==> config.mk <==
export PLATFORM = sky130hd
export DESIGN_NAME = rv32i_fetch_unit_flat
export DESIGN_NICKNAME = d
export VERILOG_FILES = /design/src/rtl/rv32i_pkg.sv /design/src/rtl/rv32i_fetch_unit_if.sv /design/src/rtl/rv32i_fetch_buffer.sv /design/src/rtl/rv32i_fetch_unit.sv /design/src/flat_wrapper.sv
export SDC_FILE = /design/constraint.sdc
export NUM_CORES = 1
export LEC_CHECK = 0
export ABC_AREA = 0
export BUFFER_PORTS_ARGS = -buffer_cell sky130_fd_sc_hd__buf_2
export CORE_MARGIN = 2
export CORE_UTILIZATION = 35
export DETAILED_ROUTE_END_ITERATION = 10
export PLACE_DENSITY = 0.55
export REMOVE_ABC_BUFFERS = 1
export SYNTH_ARGS = -nofsm -noshare
export SYNTH_HDL_FRONTEND = slang
export SYNTH_SLANG_ARGS = --single-unit
==> constraint.sdc <==
create_clock -name clk -period 3 [get_ports clk]
set_input_delay 0.3 -clock clk [delete_from_list [all_inputs] [get_ports clk]]
set_output_delay 0.3 -clock clk [all_outputs]
set_load 0.01 [all_outputs]
==> src/rtl/rv32i_pkg.sv <==
// Shared rv32i core constants and the fetch buffer entry layout.
package rv32i_pkg;

  localparam int unsigned XLEN    = 32;
  localparam int unsigned ILEN    = 32;
  localparam int unsigned PC_STEP = 4;

  localparam logic [XLEN-1:0] RESET_PC_DEFAULT = 32'h0000_0000;
  localparam logic [ILEN-1:0] NOP_INSTR        = 32'h0000_0013;

  // One fetched instruction together with the PC it was fetched from.
  typedef struct packed {
    logic [XLEN-1:0] pc;
    logic [ILEN-1:0] instr;
  } fetch_entry_t;

endpackage

==> src/rtl/rv32i_fetch_unit_if.sv <==
// Instruction-memory request/response channel and the decode-side output channel.
interface rv32i_fetch_unit_if;
  import rv32i_pkg::*;

  logic            imem_req_valid;
  logic            imem_req_ready;
  logic [XLEN-1:0] imem_req_addr;
  logic            imem_rsp_valid;
  logic [ILEN-1:0] imem_rsp_data;
  logic            out_valid;
  logic            out_ready;
  logic [ILEN-1:0] out_instr;
  logic [XLEN-1:0] out_pc;

  // Fetch unit side.
  modport master (
    output imem_req_valid, imem_req_addr, out_valid, out_instr, out_pc,
    input  imem_req_ready, imem_rsp_valid, imem_rsp_data, out_ready
  );

  // Memory / decode side.
  modport slave (
    input  imem_req_valid, imem_req_addr, out_valid, out_instr, out_pc,
    output imem_req_ready, imem_rsp_valid, imem_rsp_data, out_ready
  );

endinterface

==> src/rtl/rv32i_fetch_buffer.sv <==
// Small FIFO of {pc, instr} entries with synchronous flush; push and pop may
// coincide at any fill level, including full.
module rv32i_fetch_buffer
  import rv32i_pkg::*;
#(
  parameter int unsigned DEPTH = 2
) (
  input  logic                         clk,
  input  logic                         rst_n,
  input  logic                         i_flush,
  input  logic                         i_push,
  input  fetch_entry_t                 i_push_data,
  input  logic                         i_pop,
  output fetch_entry_t                 o_head,
  output logic [$clog2(DEPTH+1)-1:0]   o_count,
  output logic                         o_full,
  output logic                         o_empty
);

  localparam int unsigned CNT_W = $clog2(DEPTH + 1);
  localparam int unsigned PTR_W = (DEPTH > 1) ? $clog2(DEPTH) : 1;

  fetch_entry_t     r_mem [DEPTH];
  logic [PTR_W-1:0] r_wr_ptr;
  logic [PTR_W-1:0] r_rd_ptr;
  logic [CNT_W-1:0] r_count;
  logic             w_do_push;
  logic             w_do_pop;

  function automatic logic [PTR_W-1:0] next_ptr(input logic [PTR_W-1:0] p);
    return (p == PTR_W'(DEPTH - 1)) ? '0 : p + PTR_W'(1);
  endfunction

  // Effective push/pop; a push into a full buffer only lands if the head leaves.
  always_comb begin
    w_do_pop  = i_pop && !o_empty;
    w_do_push = i_push && (!o_full || w_do_pop);
  end

  // Storage, pointers and occupancy.
  always_ff @(posedge clk or negedge rst_n) begin
    if (!rst_n) begin
      for (int i = 0; i < DEPTH; i++) r_mem[i] <= '0;
      r_wr_ptr <= '0;
      r_rd_ptr <= '0;
      r_count  <= '0;
    end else if (i_flush) begin
      r_wr_ptr <= '0;
      r_rd_ptr <= '0;
      r_count  <= '0;
    end else begin
      if (w_do_push) begin
        r_mem[r_wr_ptr] <= i_push_data;
        r_wr_ptr        <= next_ptr(r_wr_ptr);
      end
      if (w_do_pop) r_rd_ptr <= next_ptr(r_rd_ptr);
      if (w_do_push && !w_do_pop)      r_count <= r_count + CNT_W'(1);
      else if (w_do_pop && !w_do_push) r_count <= r_count - CNT_W'(1);
    end
  end

  assign o_head  = r_mem[r_rd_ptr];
  assign o_count = r_count;
  assign o_full  = (r_count == CNT_W'(DEPTH));
  assign o_empty = (r_count == '0);

endmodule

==> src/rtl/rv32i_fetch_unit.sv <==
// Fetch front end: owns the PC, issues credit-limited sequential fetches,
// buffers in-order responses for decode and restarts on branch redirects.
module rv32i_fetch_unit
  import rv32i_pkg::*;
#(
  parameter logic [XLEN-1:0] RESET_PC  = RESET_PC_DEFAULT,
  parameter int unsigned     BUF_DEPTH = 2
) (
  input  logic               clk,
  input  logic               rst_n,
  input  logic               redirect_valid,
  input  logic [XLEN-1:0]    redirect_pc,
  rv32i_fetch_unit_if.master bus,
  output logic               fetch_fault
);

  localparam int unsigned CNT_W = $clog2(BUF_DEPTH + 1);
  localparam int unsigned SUM_W = CNT_W + 1;

  logic [XLEN-1:0]  r_pc;
  logic [XLEN-1:0]  r_resp_pc;
  logic [CNT_W-1:0] r_outstanding;
  logic [CNT_W-1:0] r_drop_cnt;
  logic             r_fault;

  logic             w_redirect;
  logic             w_misaligned;
  logic             w_req_valid;
  logic             w_req_fire;
  logic             w_rsp;
  logic             w_rsp_counted;
  logic             w_dropping;
  logic             w_push;
  logic             w_pop;
  logic             w_full;
  logic             w_empty;
  logic [CNT_W-1:0] w_count;
  logic [CNT_W-1:0] w_out_after_rsp;
  logic [CNT_W-1:0] w_out_nxt;
  logic [SUM_W-1:0] w_credit_used;
  fetch_entry_t     w_push_entry;
  fetch_entry_t     w_head;

  // A redirect only acts while no fault is latched; later redirects are ignored.
  assign w_redirect   = redirect_valid && !r_fault;
  assign w_misaligned = (redirect_pc[1:0] != 2'b00);

  // Request side: credits cover both in-flight and buffered instructions,
  // so the buffer can never overflow. Only redirect_valid is a comb input.
  always_comb begin
    w_credit_used = SUM_W'(r_outstanding) + SUM_W'(w_count);
    w_req_valid   = rst_n && !r_fault && !redirect_valid &&
                    (w_credit_used < SUM_W'(BUF_DEPTH));
    w_req_fire    = w_req_valid && bus.imem_req_ready;
  end

  // Response side: count in-flight fetches and decide whether to keep the data.
  always_comb begin
    w_rsp           = bus.imem_rsp_valid;
    w_rsp_counted   = w_rsp && (r_outstanding != '0);
    w_out_after_rsp = r_outstanding - CNT_W'(w_rsp_counted);
    w_out_nxt       = w_out_after_rsp + CNT_W'(w_req_fire);
    w_dropping      = (r_drop_cnt != '0);
    w_push          = w_rsp && !w_dropping && !w_redirect && !r_fault;
    w_pop           = !w_empty && bus.out_ready;
    w_push_entry    = '{pc: r_resp_pc, instr: bus.imem_rsp_data};
  end

  // PC, response PC, counters and the sticky fault.
  always_ff @(posedge clk or negedge rst_n) begin
    if (!rst_n) begin
      r_pc          <= RESET_PC;
      r_resp_pc     <= RESET_PC;
      r_outstanding <= '0;
      r_drop_cnt    <= '0;
      r_fault       <= 1'b0;
    end else begin
      r_outstanding <= w_out_nxt;
      if (w_redirect) begin
        r_pc       <= redirect_pc;
        r_resp_pc  <= redirect_pc;
        r_drop_cnt <= w_out_after_rsp;
        if (w_misaligned) r_fault <= 1'b1;
      end else begin
        if (w_req_fire) r_pc <= r_pc + XLEN'(PC_STEP);
        if (w_rsp && w_dropping)   r_drop_cnt <= r_drop_cnt - CNT_W'(1);
        else if (w_push)           r_resp_pc  <= r_resp_pc + XLEN'(PC_STEP);
      end
    end
  end

  rv32i_fetch_buffer #(
    .DEPTH (BUF_DEPTH)
  ) u_buf (
    .clk         (clk),
    .rst_n       (rst_n),
    .i_flush     (w_redirect),
    .i_push      (w_push),
    .i_push_data (w_push_entry),
    .i_pop       (w_pop),
    .o_head      (w_head),
    .o_count     (w_count),
    .o_full      (w_full),
    .o_empty     (w_empty)
  );

  assign bus.imem_req_valid = w_req_valid;
  assign bus.imem_req_addr  = r_pc;
  assign bus.out_valid      = !w_empty;
  assign bus.out_instr      = w_empty ? '0 : w_head.instr;
  assign bus.out_pc         = w_empty ? '0 : w_head.pc;
  assign fetch_fault        = r_fault;

  // Memory protocol and credit invariants.
  a_rsp_needs_outstanding: assert property (@(posedge clk) disable iff (!rst_n)
    w_rsp |-> (r_outstanding != '0));
  a_no_enqueue_to_full: assert property (@(posedge clk) disable iff (!rst_n)
    w_push |-> (!w_full || w_pop));

endmodule

==> src/flat_wrapper.sv <==
// flat-port wrapper written by rule: the top's interface ports become plain ports
module rv32i_fetch_unit_flat import rv32i_pkg::*;
#(
  parameter logic [XLEN-1:0] RESET_PC  = RESET_PC_DEFAULT,
  parameter int unsigned     BUF_DEPTH = 2
)
  (clk, rst_n, redirect_valid, redirect_pc, fetch_fault, bus_imem_req_valid, bus_imem_req_addr, bus_out_valid, bus_out_instr, bus_out_pc, bus_imem_req_ready, bus_imem_rsp_valid, bus_imem_rsp_data, bus_out_ready);
  rv32i_fetch_unit_if bus_i ();
  input  logic clk;
  input  logic rst_n;
  input  logic redirect_valid;
  input  logic [XLEN-1:0] redirect_pc;
  output logic fetch_fault;
  output wire logic [$bits(bus_i.imem_req_valid)-1:0] bus_imem_req_valid;
  output wire logic [$bits(bus_i.imem_req_addr)-1:0] bus_imem_req_addr;
  output wire logic [$bits(bus_i.out_valid)-1:0] bus_out_valid;
  output wire logic [$bits(bus_i.out_instr)-1:0] bus_out_instr;
  output wire logic [$bits(bus_i.out_pc)-1:0] bus_out_pc;
  input wire logic [$bits(bus_i.imem_req_ready)-1:0] bus_imem_req_ready;
  input wire logic [$bits(bus_i.imem_rsp_valid)-1:0] bus_imem_rsp_valid;
  input wire logic [$bits(bus_i.imem_rsp_data)-1:0] bus_imem_rsp_data;
  input wire logic [$bits(bus_i.out_ready)-1:0] bus_out_ready;
  assign bus_imem_req_valid = bus_i.imem_req_valid;
  assign bus_imem_req_addr = bus_i.imem_req_addr;
  assign bus_out_valid = bus_i.out_valid;
  assign bus_out_instr = bus_i.out_instr;
  assign bus_out_pc = bus_i.out_pc;
  assign bus_i.imem_req_ready = bus_imem_req_ready;
  assign bus_i.imem_rsp_valid = bus_imem_rsp_valid;
  assign bus_i.imem_rsp_data = bus_imem_rsp_data;
  assign bus_i.out_ready = bus_out_ready;
  rv32i_fetch_unit #(.RESET_PC(RESET_PC), .BUF_DEPTH(BUF_DEPTH)) u_core (.clk(clk), .rst_n(rst_n), .redirect_valid(redirect_valid), .redirect_pc(redirect_pc), .bus(bus_i), .fetch_fault(fetch_fault));
endmodule
==> impl_results.md, run 1 <==
* Vias per inst at 4.97
* WL per Instance at 17.4 um
* Die area at 29,100 um2
* Count of final hold-check violations at 0
* Final setup fails at 0
* Ranking of synthesized cells by area: dfrtp_1, mux2_2, mux2i_1
* Sequential area share after synthesis at 51.3%
* Vias in the first global route at 6,941
* Synth Cell Area at 9700 um2
* Antenna viol nets, final at 0
* Sequential cell area at 4980 um2
* Max clock buf depth at 2
* Area growth, synth to finish at 18.9%
* RSZ-0062 raised after global routing: false
* First-pass GRT wire length at 39.0 mm
* FILL cells at 2,648
* Clock Skew at 10.8 ps
* Clock Power Share at 30.7%
* FMAX at 377 MHz
* Int Pwr at 4.80 mW
* Kind of critical path: reg2reg
* Critical path arrival at 3000 ps
* CTS Buf Count at 17
* Routed WL at 24.5 mm
* Hold depth at 3
* CTS sink count at 199
* DR iter-0 viols at 353
* Cell Rows at 60
* PostCTS Resize Cnt at 0
* Die width at 171 um
* Logic pwr share at 21.4%
* Total GRT Usage at 17.4%
* Largest net degree at the start of global routing at 167
* Cell variety after synth at 59
* Hpwl dp at 17.0 mm
* Mean Syn Cell Area at 11.1 um2
* IO Port Bufs at 168
* Fin Setup TNS at 0 ps
* Number of flops mapped to enable cells by yosys at 0
* CTS tree: yes
* R2R depth at 9
* WHS at 72.1 ps
* Core footprint at 27,100 um2
* Maximum VDD drop at 0.533 mV
* Synth top area share at 51.3%
* Share of layout cells above drive strength 1 at 33.1%
* Max-slew violation count at 0
* Crit path capture type: flip-flop
* RePlAce Congestion at 0.827
* Yosys reg bits at 199
* Nets at 1,107
* Main synth FF type: dfrtp_1
* Max-Cap Viols at 0
* Die height at 171 um
* Most instantiated cells after synthesis: dfrtp_1, nor2_1, mux2_2
* Startpoint types: flip-flop
* Max_slew headroom at 40.9%
* Hold Path Class: in2reg
* Global route overflow at 0
* Leak at 5.51 nW
* CP max FO at 10
* Syn Inst Count at 875
* Setup bufs post-CTS at 0
* Hold-fix buffer count after cts at 1
* Initial DRT Pass Iterations at 4
* Count leader, synth: dfrtp_1
* Clock slew at reported path FFs at 70 ps
* Status: finished, final reports clean
* Final worst-path cycle share at 88.5%
* Sw frac at 31.1%
* Area of the multi-input gates at 4450 um2
* Final min period at 2660 ps
* Initial cell density of the core at 35.8%
* CTS root buf: clkbuf_16
* Ports at 169
* Synth area leader: dfrtp_1
* Worst-Margin Slew at 886 ps
* Seq pwr share at 47.9%
* Req. time, crit path at 3350 ps
* Vias at 7,023
* Async SR Flop Fraction at 100%
* Worst-Skew Late Latency at 430 ps
* Antenna diode count at 0
* Initial antenna violation count at 0
* Yosys warns at 0
* Remaining DRCs at 0
* PD cells at 604 nW/um2
* NetSw at 2.17 mW
* H-Tree Depth at 4
-- layout make-up --
cell class	instances	area share (%)
Tap cell	372	4.04
Clock inverter	11	0.651
Timing Repair Buffer	184	9.08
Inverter	16	0.521
Multi-Input combinational cell	613	38.6
Clock buffer	19	3.93
Sequential cell	199	43.2
-- path summary, 6_finish.rpt --
| kind | start | to | slack, ps |
|---|---|---|---|
| setup / recovery | u_core.u_buf.o_count[0] | u_core.bus.imem_req_addr[30] | 340 |
| hold / removal | redirect_pc[1] | u_core.r_resp_pc[1] | 70 |
| setup reg to reg | u_core.u_buf.o_count[0] | u_core.bus.imem_req_addr[30] | 340 |
| hold reg to reg | u_core.u_buf.r_mem[48] | u_core.u_buf.r_mem[48] | 480 |
| max in group asynchronous | rst_n | u_core.u_buf.r_rd_ptr | 1120 |
| min in group asynchronous | rst_n | u_core.u_buf.r_wr_ptr | 600 |
-- power by group through the flow --
stage | combinational, mW | sequential [mW] | clock, mW
6_report | 1.49 | 3.33 | 2.14
5_1_grt | 1.65 | 3.39 | 2.32
4_1_cts | 1.53 | 3.33 | 2.21
3_5_place_dp | 1.52 | 3.38 | 0
3_3_place_gp | 1.50 | 3.38 | 0
2_1_floorplan | 0.892 | 3.47 | 0
-- worst max-delay path, cell delays in order (launching register included) --
cell and delay (ps):
dfrtp_1 470, and2_1 190, fa_1 460, nor4bb_1 280, buf_4 160, nand2_1 140
inv_1 110, nand2_1 190, or3_1 400, a31oi_1 160
-- per-layer routing --
metal	global-route usage, %	vias to the layer above	wire (um)
met1	24.7	3472	11600
met4	3.53	0	143
met2	27.9	154	11500
met3	3.33	14	1310
li1	-	3383	-
met5	0	-	0
-- through the flow --
step | utilization, % | instances | power, mW | setup WS [ps] | cell area [um2]
after floorplan | - | 828 | 4.36 | -2130 | 9460
after global routing | 42.6 | 1414 | 7.37 | 179 | 11500
after CTS | 42.6 | 1414 | 7.07 | 337 | 11500
after detailed placement | 40.6 | 1383 | 4.90 | 361 | 11000
final | 42.6 | 1414 | 6.96 | 344 | 11500
after global placement | 40.6 | 1383 | 4.88 | 379 | 11000
-- placed cells by master (no fill, tap or decap), types with 6 or more instances in the layout --
| master | instances |
|---|---|
| dfrtp_1 | 198 |
| buf_2 | 167 |
| mux2_2 | 117 |
| nor2_1 | 116 |
| nand2_1 | 66 |
| mux2i_1 | 64 |
| a21oi_1 | 44 |
| xnor2_1 | 36 |
| nand3_1 | 19 |
| o21ai_0 | 18 |
| clkbuf_16 | 17 |
| inv_1 | 16 |
| nor3_1 | 16 |
| nand4_1 | 11 |
| xor2_1 | 10 |
| nor4_1 | 9 |
| buf_4 | 9 |
| and3_1 | 7 |
| and4_1 | 7 |
| mux2_1 | 6 |
| buf_12 | 6 |
-- flip-flops by register name, indices dropped and copies added, names as in the netlist --
name                      flops
u_core.fetch_fault            1
u_core.u_buf.r_mem          128
u_core.bus.imem_req_addr     31
u_core.u_buf.r_rd_ptr         1
u_core.u_buf.r_wr_ptr         1
u_core.r_outstanding          2
u_core.u_buf.o_count          2
u_core.r_drop_cnt             2
u_core.r_resp_pc             31
-- kinds of logic after synthesis --
logic type,Yosys count,synth area share (%)
AND/OR/NAND/NOR,281,14.1
flip-flops,199,51.3
multiplexers,187,20.9
AO/OA/AOI/OAI,93,5.60
buffers and inverters,63,3.13
XOR/XNOR,46,4.15
adder cells (fa/ha/maj),6,0.851
Power figures use the tool's default switching activity.
==> run 2: changes to the inputs <==
--- a/config.mk
+++ b/config.mk
@@ -7,7 +7,7 @@
 export LEC_CHECK = 0
 export ABC_AREA = 0
 export BUFFER_PORTS_ARGS = -buffer_cell sky130_fd_sc_hd__buf_2
-export CORE_MARGIN = 2
+export CAP_MARGIN = 20
 export CORE_UTILIZATION = 35
 export DETAILED_ROUTE_END_ITERATION = 10
 export PLACE_DENSITY = 0.55
==> constraint.sdc (replaced) <==
create_clock -name clk -period 3 [get_ports clk]
set_input_delay 0.6 -clock clk [delete_from_list [all_inputs] [get_ports clk]]
set_output_delay 0.6 -clock clk [all_outputs]
set_load 0.01 [all_outputs]
==> run 2 against run 1 <==
Net effect: clock skew about the same; non-clock buffer count increased by 2; combinational power decreased by 6%; largest cell class unchanged; highest routed layer unchanged; count of clock-buffer cells in the layout increased by 2; critical path type unchanged.
==> impl_results.md, run 2 (synthesis gave the netlist of run 1 again) <==
* PostCTS Resize Cnt at 0 (unchanged)
* Most frequent cells in the layout: dfrtp_1, buf_2, mux2_2, nor2_1, nand2_1
* First-pass GRT wire length at 40.4 mm (+3.8%)
* Clock Power Share at 31.9% (+1.2 points)
* Ports at 169 (unchanged)
* PD cells at 614 nW/um2 (+1.7%)
* Status: finished, final reports clean
* WL per Instance at 17.5 um (+0.95%)
* R2R depth at 9 (unchanged)
* Max-Cap Viols at 0 (unchanged)
* CP delay by family, top: simple AND/OR/NAND/NOR gates
* Remaining DRCs at 0 (unchanged)
* Vias at 7,087 (+0.91%)
* CTS sink count at 199 (unchanged)
* CTS Buf Count at 17 (unchanged)
* Largest net degree at the start of global routing at 68 (-59%)
* Routed WL at 24.8 mm (+1.2%)
* FMAX at 371 MHz (-1.4%)
* NetSw at 2.21 mW (+2.0%)
* Antenna viol nets, final at 0 (unchanged)
* Total power at 7.13 mW (+2.4%)
* Startpoint types: flip-flop
* Antenna diode count at 0 (unchanged)
* DR iter-0 viols at 385 (+9.1%)
* Biggest register: u_core.u_buf.r_mem
* Total GRT Usage at 18.4% (+1.0 points)
* Most frequent cell on the critical path: nand2_1
* Initial cell density of the core at 35.8% (unchanged)
* CTS tree: yes
* Int Pwr at 4.92 mW (+2.5%)
* Die height at 169 um (-1.2%)
* Met2 routed WL at 11.5 mm (+0.34%)
* Maximum VDD drop at 0.335 mV (-37%)
* Worst Slack Setup Final at 308 ps (-36.5 ps)
* Vias in the first global route at 7,168 (+3.3%)
* FF-to-FF Start: u_core.u_buf.o_count[0]
* Most common cell after layout, fill and taps aside: dfrtp_1
* Cell Rows at 60 (unchanged)
* IO Port Bufs at 168 (unchanged)
* FF-to-FF setup slack at 310 ps (-40 ps)
* Seq pwr share at 48.5% (+0.6 points)
* Max_slew headroom at 41.5% (+0.63 points)
* Final min period at 2690 ps (+36.5 ps)
* RePlAce Congestion at 0.799 (-3.5%)
* Die area at 28,400 um2 (-2.3%)
* Ordered cell list for the critical path: and2_1 > fa_1 > nor4bb_1 > buf_4 > nand2_1 > inv_1 > nand2_1 > or3_1 > a31oi_1
* Clock Skew at 11.0 ps (+0.256 ps)
* CTS root buf: clkbuf_16
* Slowest CP cell: dfrtp_1
* Hold Path Class: in2reg
* Max clock buf depth at 2 (unchanged)
* Die width at 169 um (-1.2%)
* Initial DRT Pass Iterations at 4 (unchanged)
* CP max FO at 10 (unchanged)
* Worst-Skew Late Latency at 430 ps (about the same)
* RSZ-0062 raised after global routing: false
* Core footprint at 27,100 um2 (unchanged)
* Sum of buffers and inverters on the critical path at 2 (unchanged)
* Final setup fails at 0 (unchanged)
* Nets at 1,109 (+0.18%)
* Global route overflow at 0 (unchanged)
* Placement Setup Slack at 337 ps (-23.8 ps)
* Hpwl dp at 17.4 mm (+2.4%)
* FF-to-FF End: u_core.bus.imem_req_addr[30]
* Max Used Layer: met4
* Hold wc startpoint: redirect_pc[1]
* Metal-1 WL at 11.8 mm (+1.5%)
* Final worst-path cycle share at 89.7% (+1.2 points)
* Req. time, crit path at 3350 ps (about the same)
* Largest stage delay on the critical path at 460 ps (about the same)
* Critical path arrival at 3040 ps (+40 ps)
* Worst hold endpoint: u_core.r_resp_pc[1]
* Met3 routed WL at 1.37 mm (+4.9%)
* Share of layout cells above drive strength 1 at 33.2% (+0.065 points)
* FILL cells at 2,678 (+1.1%)
* Max-slew violation count at 0 (unchanged)
* Logic pwr share at 19.7% (-1.7 points)
* Crit path capture type: flip-flop
* Hold depth at 3 (unchanged)
* Max FFs per register at 128 (unchanged)
* Kind of critical path: reg2reg
* Sw frac at 31.0% (-0.098 points)
* Vias per inst at 5.00 (+0.63%)
* Area growth, synth to finish at 19.6%
* H-Tree Depth at 4 (unchanged)
* Count of final hold-check violations at 0 (unchanged)
* Clock slew at reported path FFs at 80 ps (about the same)
* Leak at 5.54 nW (+0.54%)
* Worst-Margin Slew at 877 ps (-9.46 ps)
* Fin Setup TNS at 0 ps (unchanged)
* Initial antenna violation count at 0 (unchanged)
==> run 2: cell types whose count changed in the layout (fill, tap and decap cells not counted) <==
cell,previous run,this run
inv_8,0,3
clkbuf_1,0,2
bufinv_16,0,1
buf_12,6,7
inv_6,3,1
clkinv_2,5,2
clkinv_4,1,2
buf_4,9,10
==> run 2: worst register-to-register path, cell delays in order (launching register included) <==
cell	delay, ps
dfrtp_1	460
and2_1	180
fa_1	460
nor4bb_1	310
buf_4	170
nand2_1	160
inv_1	120
nand2_1	190
or3_1	410
a31oi_1	150
==> run 2: timing repair <==
action | 4_1_cts | 5_1_grt
buffers inserted | 0 | 0
endpoints found under the hold margin | 10 | 0
hold buffers | 1 | 0
==> run 2: metal layers <==
layer  GRT usage [%]  vias up
met2            29.2      181
met5               0        -
li1                -     3411
met1            26.2     3481
met4            3.68        0
met3            3.58       14
==> run 2: worst max-delay path by stage <==
stage | slack [ps] | cells after the start | to | start
floorplan | -2130 | 3 | u_core.u_buf.r_mem[0] | u_core.fetch_fault
global placement | 390 | 9 | u_core.bus.imem_req_addr[30] | u_core.u_buf.o_count[0]
detailed placement | 340 | 9 | u_core.bus.imem_req_addr[30] | u_core.u_buf.o_count[0]
CTS | 310 | 9 | u_core.bus.imem_req_addr[30] | u_core.u_buf.o_count[0]
global route | 160 | 9 | u_core.bus.imem_req_addr[16] | u_core.u_buf.o_count[0]
finish | 310 | 9 | u_core.bus.imem_req_addr[30] | u_core.u_buf.o_count[0]
==> run 2: stage by stage <==
step                instance area [um2]  cells  utilization (%)  hold WS (ps)
detailed placement                11000   1385             40.7           462
global placement                  11000   1385             40.7           461
floorplan                          9460    828                -           304
global route                      11600   1418             42.8           363
finish                            11600   1418             42.8           361
CTS                               11600   1418             42.8           342
==> run 2: area by class of cell <==
cell class | count | area [um2] | area share, %
multi-input cells | 613 | 4450 | 38.3
flip-flops and latches | 199 | 4980 | 42.9
repair buffers | 186 | 1070 | 9.26
clock buffers | 21 | 460 | 3.97
well taps | 372 | 465 | 4.01
clock inverters | 11 | 115 | 0.991
inverters | 16 | 60.1 | 0.517
==> run 2: power groups by stage <==
stage               sequential, mW  combinational, mW  clock [mW]
detailed placement            3.51               1.42           0
global route                  3.52               1.55        2.46
global placement              3.50               1.40           0
floorplan                     3.47              0.892           0
finish                        3.45               1.40        2.27
CTS                           3.45               1.43        2.35
